<file path="config.mk">
export PLATFORM = sky130hd
export DESIGN_NAME = control_unit
export DESIGN_NICKNAME = d
export VERILOG_FILES = /design/src/rtl/control_pkg.sv /design/src/rtl/control_unit.sv
export SDC_FILE = /design/constraint.sdc
export NUM_CORES = 1
export LEC_CHECK = 0
export CORE_MARGIN = 2
export CORE_UTILIZATION = 60
export CTS_CLUSTER_DIAMETER = 150
export DETAILED_ROUTE_END_ITERATION = 16
export DONT_BUFFER_PORTS = 1
export PLACE_DENSITY = 0.87
export SYNTH_ARGS = -nofsm -noshare
export SYNTH_HDL_FRONTEND = slang
export SYNTH_SLANG_ARGS = --single-unit
</file>
<file path="constraint.sdc">
create_clock -name Clock -period 5.94 [get_ports Clock]
set_input_delay 0.297 -clock Clock [delete_from_list [all_inputs] [get_ports Clock]]
set_output_delay 0.297 -clock Clock [all_outputs]
set_load 0.1 [all_outputs]
</file>
<file path="src/rtl/control_pkg.sv">
// Shared definitions for the Mini SRC hardwired control unit: opcodes,
// FSM states, instruction classes and small decode helpers.
package control_pkg;

  localparam logic [4:0] OP_LD   = 5'b00000;
  localparam logic [4:0] OP_LDI  = 5'b00001;
  localparam logic [4:0] OP_ST   = 5'b00010;
  localparam logic [4:0] OP_ADD  = 5'b00011;
  localparam logic [4:0] OP_SUB  = 5'b00100;
  localparam logic [4:0] OP_SHR  = 5'b00101;
  localparam logic [4:0] OP_SHL  = 5'b00110;
  localparam logic [4:0] OP_ROR  = 5'b00111;
  localparam logic [4:0] OP_ROL  = 5'b01000;
  localparam logic [4:0] OP_AND  = 5'b01001;
  localparam logic [4:0] OP_OR   = 5'b01010;
  localparam logic [4:0] OP_ADDI = 5'b01011;
  localparam logic [4:0] OP_ANDI = 5'b01100;
  localparam logic [4:0] OP_ORI  = 5'b01101;
  localparam logic [4:0] OP_MUL  = 5'b01110;
  localparam logic [4:0] OP_DIV  = 5'b01111;
  localparam logic [4:0] OP_NEG  = 5'b10000;
  localparam logic [4:0] OP_NOT  = 5'b10001;
  localparam logic [4:0] OP_BR   = 5'b10010;
  localparam logic [4:0] OP_JR   = 5'b10011;
  localparam logic [4:0] OP_JAL  = 5'b10100;
  localparam logic [4:0] OP_IN   = 5'b10101;
  localparam logic [4:0] OP_OUT  = 5'b10110;
  localparam logic [4:0] OP_MFHI = 5'b10111;
  localparam logic [4:0] OP_MFLO = 5'b11000;
  localparam logic [4:0] OP_NOP  = 5'b11001;
  localparam logic [4:0] OP_HALT = 5'b11010;

  // E0..E5 must stay consecutive: the FSM advances through them by +1.
  typedef enum logic [3:0] {
    S_RST, S_F0, S_FW, S_F1, S_F2,
    S_E0, S_E1, S_E2, S_E3, S_E4, S_E5,
    S_MW, S_STOP, S_HALT
  } state_t;

  typedef enum logic [3:0] {
    CL_ALU, CL_IMM, CL_MULDIV, CL_NEGNOT, CL_LDI, CL_LD, CL_ST, CL_BR,
    CL_JR, CL_IN, CL_OUT, CL_MFHI, CL_MFLO, CL_NOP, CL_HALT
  } op_class_t;

  function automatic bit mem_wait_ok(input int w);
    return (w >= 0) && (w <= 3);
  endfunction

  function automatic op_class_t op_class(input logic [4:0] op);
    case (op)
      OP_ADD, OP_SUB, OP_SHR, OP_SHL,
      OP_ROR, OP_ROL, OP_AND, OP_OR:     return CL_ALU;
      OP_ADDI, OP_ANDI, OP_ORI:          return CL_IMM;
      OP_MUL, OP_DIV:                    return CL_MULDIV;
      OP_NEG, OP_NOT:                    return CL_NEGNOT;
      OP_LDI:                            return CL_LDI;
      OP_LD:                             return CL_LD;
      OP_ST:                             return CL_ST;
      OP_BR:                             return CL_BR;
      OP_JR:                             return CL_JR;
      OP_IN:                             return CL_IN;
      OP_OUT:                            return CL_OUT;
      OP_MFHI:                           return CL_MFHI;
      OP_MFLO:                           return CL_MFLO;
      OP_HALT:                           return CL_HALT;
      OP_JAL, OP_NOP:                    return CL_NOP;
      default:                           return CL_NOP;
    endcase
  endfunction

  // Index of the final execute step for each class (E0 = 0).
  function automatic logic [2:0] last_step(input op_class_t cl);
    case (cl)
      CL_ALU, CL_IMM, CL_LDI:  return 3'd2;
      CL_MULDIV, CL_BR:        return 3'd3;
      CL_NEGNOT:               return 3'd1;
      CL_LD, CL_ST:            return 3'd4;
      default:                 return 3'd0;
    endcase
  endfunction

  function automatic logic [4:0] imm_alu_op(input logic [4:0] op);
    case (op)
      OP_ANDI: return OP_AND;
      OP_ORI:  return OP_OR;
      default: return OP_ADD;
    endcase
  endfunction

endpackage

</file>
<file path="src/rtl/control_unit.sv">
// Hardwired Moore control unit for the single-bus Mini SRC datapath.
// state | meaning
// RST   | held in reset, all strobes low
// F0    | PC to MAR, increment PC
// FW    | RAM read wait (MEM_WAIT cycles)
// F1    | RAM data into MDR
// F2    | MDR into IR
// E0-E5 | execute steps of the current instruction
// MW    | RAM read wait for ld (MEM_WAIT cycles)
// STOP  | paused at an instruction boundary until Stop falls
// HALT  | halted until Clear
module control_unit
  import control_pkg::*;
#(
  parameter int MEM_WAIT = 1
) (
  input  logic        Clock,
  input  logic        Clear,
  input  logic [31:0] IR,
  input  logic        ConFF_Out,
  input  logic        Stop,
  output logic        Run,
  output logic        PC_Out,
  output logic        MDR_Out,
  output logic        ZHI_Out,
  output logic        ZLO_Out,
  output logic        HI_Out,
  output logic        LO_Out,
  output logic        C_Out,
  output logic        InPort_Out,
  output logic        PC_In,
  output logic        MDR_In,
  output logic        MAR_In,
  output logic        IR_In,
  output logic        Y_In,
  output logic        ZHI_In,
  output logic        ZLO_In,
  output logic        HI_In,
  output logic        LO_In,
  output logic        OutPort_In,
  output logic        Con_In,
  output logic        IncPC,
  output logic        Read,
  output logic        Write,
  output logic        G_RA,
  output logic        G_RB,
  output logic        G_RC,
  output logic        R_In,
  output logic        R_Out,
  output logic        BA_Out,
  output logic [4:0]  CONTROL
);

  generate
    if (!mem_wait_ok(MEM_WAIT)) begin : g_mem_wait_range
      $error("control_unit: MEM_WAIT must be within 0..3");
    end
  endgenerate

  localparam logic [1:0] WAIT_LOAD = (MEM_WAIT > 0) ? 2'(MEM_WAIT - 1) : 2'd0;

  state_t     state, state_nxt, boundary;
  logic [1:0] cnt, cnt_nxt;
  logic [4:0] op;
  op_class_t  cls;
  logic [2:0] step, last;
  logic       unused_ir;

  assign op   = IR[31:27];
  assign cls  = op_class(op);
  assign last = last_step(cls);
  // Register fields are decoded by the datapath's select/encode logic.
  assign unused_ir = ^IR[26:0];
  assign boundary  = Stop ? S_STOP : S_F0;

  always_comb begin
    step = 3'd0;
    case (state)
      S_E1:    step = 3'd1;
      S_E2:    step = 3'd2;
      S_E3:    step = 3'd3;
      S_E4:    step = 3'd4;
      S_E5:    step = 3'd5;
      default: step = 3'd0;
    endcase
  end

  always_comb begin
    state_nxt = state;
    cnt_nxt   = cnt;
    case (state)
      S_RST:  state_nxt = boundary;
      S_F0: begin
        if (MEM_WAIT == 0) begin
          state_nxt = S_F1;
        end else begin
          state_nxt = S_FW;
          cnt_nxt   = WAIT_LOAD;
        end
      end
      S_FW: begin
        if (cnt == 2'd0) state_nxt = S_F1;
        else             cnt_nxt   = cnt - 2'd1;
      end
      S_F1:   state_nxt = S_F2;
      S_F2:   state_nxt = S_E0;
      S_MW: begin
        if (cnt == 2'd0) state_nxt = S_E3;
        else             cnt_nxt   = cnt - 2'd1;
      end
      S_STOP: if (!Stop) state_nxt = S_F0;
      S_HALT: state_nxt = S_HALT;
      default: begin
        if (cls == CL_HALT) begin
          state_nxt = S_HALT;
        end else if (cls == CL_LD && state == S_E2) begin
          if (MEM_WAIT == 0) begin
            state_nxt = S_E3;
          end else begin
            state_nxt = S_MW;
            cnt_nxt   = WAIT_LOAD;
          end
        end else if (step >= last) begin
          state_nxt = boundary;
        end else begin
          state_nxt = state_t'(state + 4'd1);
        end
      end
    endcase
  end

  always_ff @(posedge Clock or negedge Clear) begin
    if (!Clear) begin
      state <= S_RST;
      cnt   <= 2'd0;
    end else begin
      state <= state_nxt;
      cnt   <= cnt_nxt;
    end
  end

  always_comb begin
    Run = 1'b0;
    PC_Out = 1'b0; MDR_Out = 1'b0; ZHI_Out = 1'b0; ZLO_Out = 1'b0;
    HI_Out = 1'b0; LO_Out = 1'b0; C_Out = 1'b0; InPort_Out = 1'b0;
    PC_In = 1'b0; MDR_In = 1'b0; MAR_In = 1'b0; IR_In = 1'b0; Y_In = 1'b0;
    ZHI_In = 1'b0; ZLO_In = 1'b0; HI_In = 1'b0; LO_In = 1'b0;
    OutPort_In = 1'b0; Con_In = 1'b0;
    IncPC = 1'b0; Read = 1'b0; Write = 1'b0;
    G_RA = 1'b0; G_RB = 1'b0; G_RC = 1'b0; R_In = 1'b0; R_Out = 1'b0;
    BA_Out = 1'b0;
    CONTROL = 5'd0;
    case (state)
      S_RST, S_STOP, S_HALT: Run = 1'b0;
      S_F0: begin Run = 1'b1; PC_Out = 1'b1; MAR_In = 1'b1; IncPC = 1'b1; end
      S_FW, S_MW: begin Run = 1'b1; Read = 1'b1; end
      S_F1: begin Run = 1'b1; Read = 1'b1; MDR_In = 1'b1; end
      S_F2: begin Run = 1'b1; MDR_Out = 1'b1; IR_In = 1'b1; end
      default: begin
        Run = 1'b1;
        case (cls)
          CL_ALU, CL_IMM: begin
            case (step)
              3'd0: begin G_RB = 1'b1; R_Out = 1'b1; Y_In = 1'b1; end
              3'd1: begin
                ZLO_In = 1'b1;
                if (cls == CL_ALU) begin
                  G_RC = 1'b1; R_Out = 1'b1; ZHI_In = 1'b1; CONTROL = op;
                end else begin
                  C_Out = 1'b1; CONTROL = imm_alu_op(op);
                end
              end
              3'd2: begin ZLO_Out = 1'b1; G_RA = 1'b1; R_In = 1'b1; end
              default: ;
            endcase
          end
          CL_MULDIV: begin
            case (step)
              3'd0: begin G_RA = 1'b1; R_Out = 1'b1; Y_In = 1'b1; end
              3'd1: begin
                G_RB = 1'b1; R_Out = 1'b1; CONTROL = op;
                ZHI_In = 1'b1; ZLO_In = 1'b1;
              end
              3'd2: begin ZLO_Out = 1'b1; LO_In = 1'b1; end
              3'd3: begin ZHI_Out = 1'b1; HI_In = 1'b1; end
              default: ;
            endcase
          end
          CL_NEGNOT: begin
            case (step)
              3'd0: begin G_RB = 1'b1; R_Out = 1'b1; CONTROL = op; ZLO_In = 1'b1; end
              3'd1: begin ZLO_Out = 1'b1; G_RA = 1'b1; R_In = 1'b1; end
              default: ;
            endcase
          end
          CL_LDI, CL_LD, CL_ST: begin
            // Effective address (or immediate) is formed as BA(Rb) + C.
            case (step)
              3'd0: begin G_RB = 1'b1; BA_Out = 1'b1; Y_In = 1'b1; end
              3'd1: begin C_Out = 1'b1; CONTROL = OP_ADD; ZLO_In = 1'b1; end
              3'd2: begin
                ZLO_Out = 1'b1;
                if (cls == CL_LDI) begin G_RA = 1'b1; R_In = 1'b1; end
                else               MAR_In = 1'b1;
              end
              3'd3: begin
                MDR_In = 1'b1;
                if (cls == CL_LD) Read = 1'b1;
                else begin G_RA = 1'b1; R_Out = 1'b1; end
              end
              3'd4: begin
                if (cls == CL_LD) begin MDR_Out = 1'b1; G_RA = 1'b1; R_In = 1'b1; end
                else              Write = 1'b1;
              end
              default: ;
            endcase
          end
          CL_BR: begin
            case (step)
              3'd0: begin G_RA = 1'b1; R_Out = 1'b1; Con_In = 1'b1; end
              3'd1: begin PC_Out = 1'b1; Y_In = 1'b1; end
              3'd2: begin C_Out = 1'b1; CONTROL = OP_ADD; ZLO_In = 1'b1; end
              3'd3: if (ConFF_Out) begin ZLO_Out = 1'b1; PC_In = 1'b1; end
              default: ;
            endcase
          end
          CL_JR:   if (step == 3'd0) begin G_RA = 1'b1; R_Out = 1'b1; PC_In = 1'b1; end
          CL_IN:   if (step == 3'd0) begin InPort_Out = 1'b1; G_RA = 1'b1; R_In = 1'b1; end
          CL_OUT:  if (step == 3'd0) begin G_RA = 1'b1; R_Out = 1'b1; OutPort_In = 1'b1; end
          CL_MFHI: if (step == 3'd0) begin HI_Out = 1'b1; G_RA = 1'b1; R_In = 1'b1; end
          CL_MFLO: if (step == 3'd0) begin LO_Out = 1'b1; G_RA = 1'b1; R_In = 1'b1; end
          default: ;
        endcase
      end
    endcase
  end

endmodule

</file>
==> results.md <==
- Number of enable flip-flop cells after synthesis: 0
- Number of antenna violations at the first check in global routing: 0
- Fin crit period: 3.81 ns
- Status: finished clean
- Max transition margin: 18.3%
- Number of rows created at floorplan: 19
- Number of buffers created by CTS: 3
- Crit path DAT: 3.51 ns
- Proportion of layout cells with a drive suffix above 1: 15.7%
- Final count of pins violating max slew: 0
- Largest area contributor in the netlist: dfrtp_1
- Violation count after the first detailed-routing iteration: 264
- Floorplan core area: 2780 µm²
- First-pass GRT wire length: 8270 µm
- Final hold violation count: 0
- Post-synthesis sequential element count: 6
- Leading cell type by number of instances after synthesis: nand2_1
- Summed area of non-filler cells in the final layout: 1920 µm²
- Clk root buf: clkbuf_4
- CTS sink cnt: 6
- RSZ-0062 raised after global routing: false
- CTS-repair resized insts: 0
- Transition time of the tightest slew-check pin: 1.23 ns
- Library cell appearing most often on the critical path: or2_2
- Layout fillers: 216
- Floorplan die area: 3390 µm²
- Fin Setup TNS: 0 ns
- Post-CTS clock slew at the launch and capture registers of the worst setup and hold paths: 0.05 ns
- Overflow left after global routing: 0
- Tot GR Track Use: 30.2%
- Post-placement cell area: 1890 µm²
- X dimension of the die: 58.2 µm
- Routed length per placed instance: 17.4 µm
- # port buffers: 0
- Vias in the first global route: 1769
- Detail Placement HPWL: 3750 µm
- Post-synthesis instance total: 267
- Largest stage delay on the critical path: 0.84 ns
- Area of the mapped netlist: 1760 µm²
- CTS max path bufs: 2
- Initial cell density of the core: 63.4%
- CTS HTree Levels: 1
- Remaining antenna violation count after routing: 0
- Kind of cell adding the most delay to the critical path: compound AO/OA/AOI/OAI gates
- Slowest stage cell on the critical path: a21oi_2
- Fin crit share: 64.1%
- Flip-flop cell with the highest count after synthesis: dfrtp_1
- Static power due to leakage: 0.780 nW
- Post-detailed-route via-to-cell ratio: 7.05
- Pre-antenna DRT Iters: 5
- Syn-to-layout area delta: 9.08%
- Critical Setup Path Class: in2out
- Crit path launch type: input port
- Total setup violations reported at the end of the flow: 0
- Placer Congestion: 0.934
- Total power: 1.12 mW
- Total via count after detailed routing: 2015
- Pin count of the biggest net entering global routing: 26
- Syn Nets: 315
- Synth top area cells: dfrtp_1 8.5%, ha_1 8.5%, nand2_1 6.2%
- Final Routed Wirelength: 4970 µm
- Number of warnings printed during yosys synthesis: 0
- Proportion of synthesized flip-flops having asynchronous set or reset: 100%
- Critical-path cell list: or2_2 > a21o_1 > o211ai_1 > nand2_1 > o31a_1 > inv_1 > ha_1 > or2_2 > o211ai_2 > or3b_1 > a22o_1 > a21oi_2
- Latest clock arrival within the worst-skew pair: 0.25 ns
- Worst Path Buf+Inv: 1
- Boundary pin count: 70
- Post-synthesis area per instance: 6.60 µm²
- Die boundary height: 58.2 µm
- Setup clock skew after layout: 0.00224 ns
- Achievable frequency: 263 MHz
- Worst hold-check path type: in2reg
- Diode count: 0
- Layout Nets: 305
- Remaining design rule violation count: 0
- Seq/Total Area, Yosys: 8.52%
- Top cells by count, synth: 29 x nand2_1, 26 x nor2_1, 20 x a21oi_1, 15 x inv_1
- Category of the worst setup path capture point: primary output
- TritonCTS clock tree: done
- Power per cell area: 584 nW/µm²
- Count of unique library cells instantiated by Yosys: 58
- Top cell type's share of synthesized area: 8.52%
- Data required, critical path: 5.64 ns
- Maximum vdd drop: 0.000592 V
- Maximum capacitance violations: 0
- Worst-path maximum fanout: 10
-- final cells by class --
type / instances / area (µm²) / share of cell area [%]
Timing Repair Buffer: 6 / 118 / 6.12
Multi-Input combinational cell: 225 / 1540 / 80.0
Clock buffer: 3 / 22.5 / 1.17
Tap cell: 31 / 38.8 / 2.02
Inverter: 15 / 56.3 / 2.93
Sequential cell: 6 / 150 / 7.81
-- metrics by stage --
| step | cells | hold slack (ns) | worst slack, ns | util (%) |
|---|---|---|---|---|
| final | 286 | 0.333 | 2.13 | 69.1 |
| after global placement | 282 | 0.00152 | 2.22 | 68.0 |
| after CTS | 286 | 0.330 | 2.17 | 69.1 |
| after detailed placement | 282 | 0.00153 | 2.18 | 68.0 |
| after floorplan | 267 | 0.00141 | 0.419 | - |
| after global routing | 286 | 0.336 | 2.02 | 69.1 |
-- placed cells by master (no fill, tap or decap), drive strengths merged, types with 2 or more instances in the layout --
cell type / instances
o21ai: 14
or3: 2
a211oi: 10
a22oi: 2
and2: 9
mux2i: 3
a21oi: 20
a22o: 2
or2: 5
nand2: 29
or3b: 2
inv: 15
o21a: 3
nor3: 8
o211ai: 4
nand4: 5
nand2b: 10
dfrtp: 6
nand3: 11
o31a: 3
nor2b: 4
o31ai: 5
and3b: 2
a21boi: 2
and3: 9
o22ai: 5
nor2: 26
o2bb2ai: 2
clkbuf: 7
ha: 12
-- layer usage --
metal / up-vias / global-route usage, % / part of all wire [%] / wire, µm
li1: 947 / - / - / -
met1: 922 / 42.2 / 41 / 2020
met2: 132 / 48.1 / 48 / 2390
met3: 14 / 5.36 / 9.9 / 493
met4: 0 / 7.64 / 1.1 / 57
met5: - / 0 / 0 / 0
-- sequential cells by signal (all words and copies together) (netlist names) --
signal and flops:
cnt 2, state 4
-- cell families (layout without fill, tap and decap cells) --
group / after synthesis / count (layout) / share of synthesized area [%]
AND/OR/NAND/NOR: 124 / 124 / 36.1
AO/OA/AOI/OAI: 85 / 85 / 35.4
buffers and inverters: 36 / 24 / 9.23
adder cells (fa/ha/maj): 12 / 12 / 8.52
flip-flops: 6 / 6 / 8.52
multiplexers: 3 / 3 / 1.70
XOR/XNOR: 1 / 1 / 0.497
-- where the power goes --
group	total, mW	internal [mW]	switching, mW
registers	0.103	0.0562	0.0466
clock network	0.0383	0.0229	0.0154
logic	0.983	0.258	0.725
total	1.12	0.337	0.787
-- timing repair --
action / CTS / global route
hold endpoints to repair: 6 / 0
buffers inserted: 0 / 0
hold buffers: 1 / 0
-- worst paths after layout --
kind                                       from                    to  slack [ns]  cells past startpoint
hold reg to reg              cnt[0]$_DFFE_PN0P_    cnt[0]$_DFFE_PN0P_        0.57                      2
max in group asynchronous                 Clear  state[2]$_DFFE_PN0P_        5.39                      1
min in group asynchronous                 Clear    cnt[0]$_DFFE_PN0P_        0.35                      1
setup reg to reg           state[0]$_DFFE_PN0P_  state[0]$_DFFE_PN0P_        2.91                     11
hold / removal                             Stop  state[3]$_DFFE_PN0P_        0.33                      2
setup / recovery                         IR[27]                MDR_In        2.13                     12
Note: power is estimated with default switching activity, not from simulation.
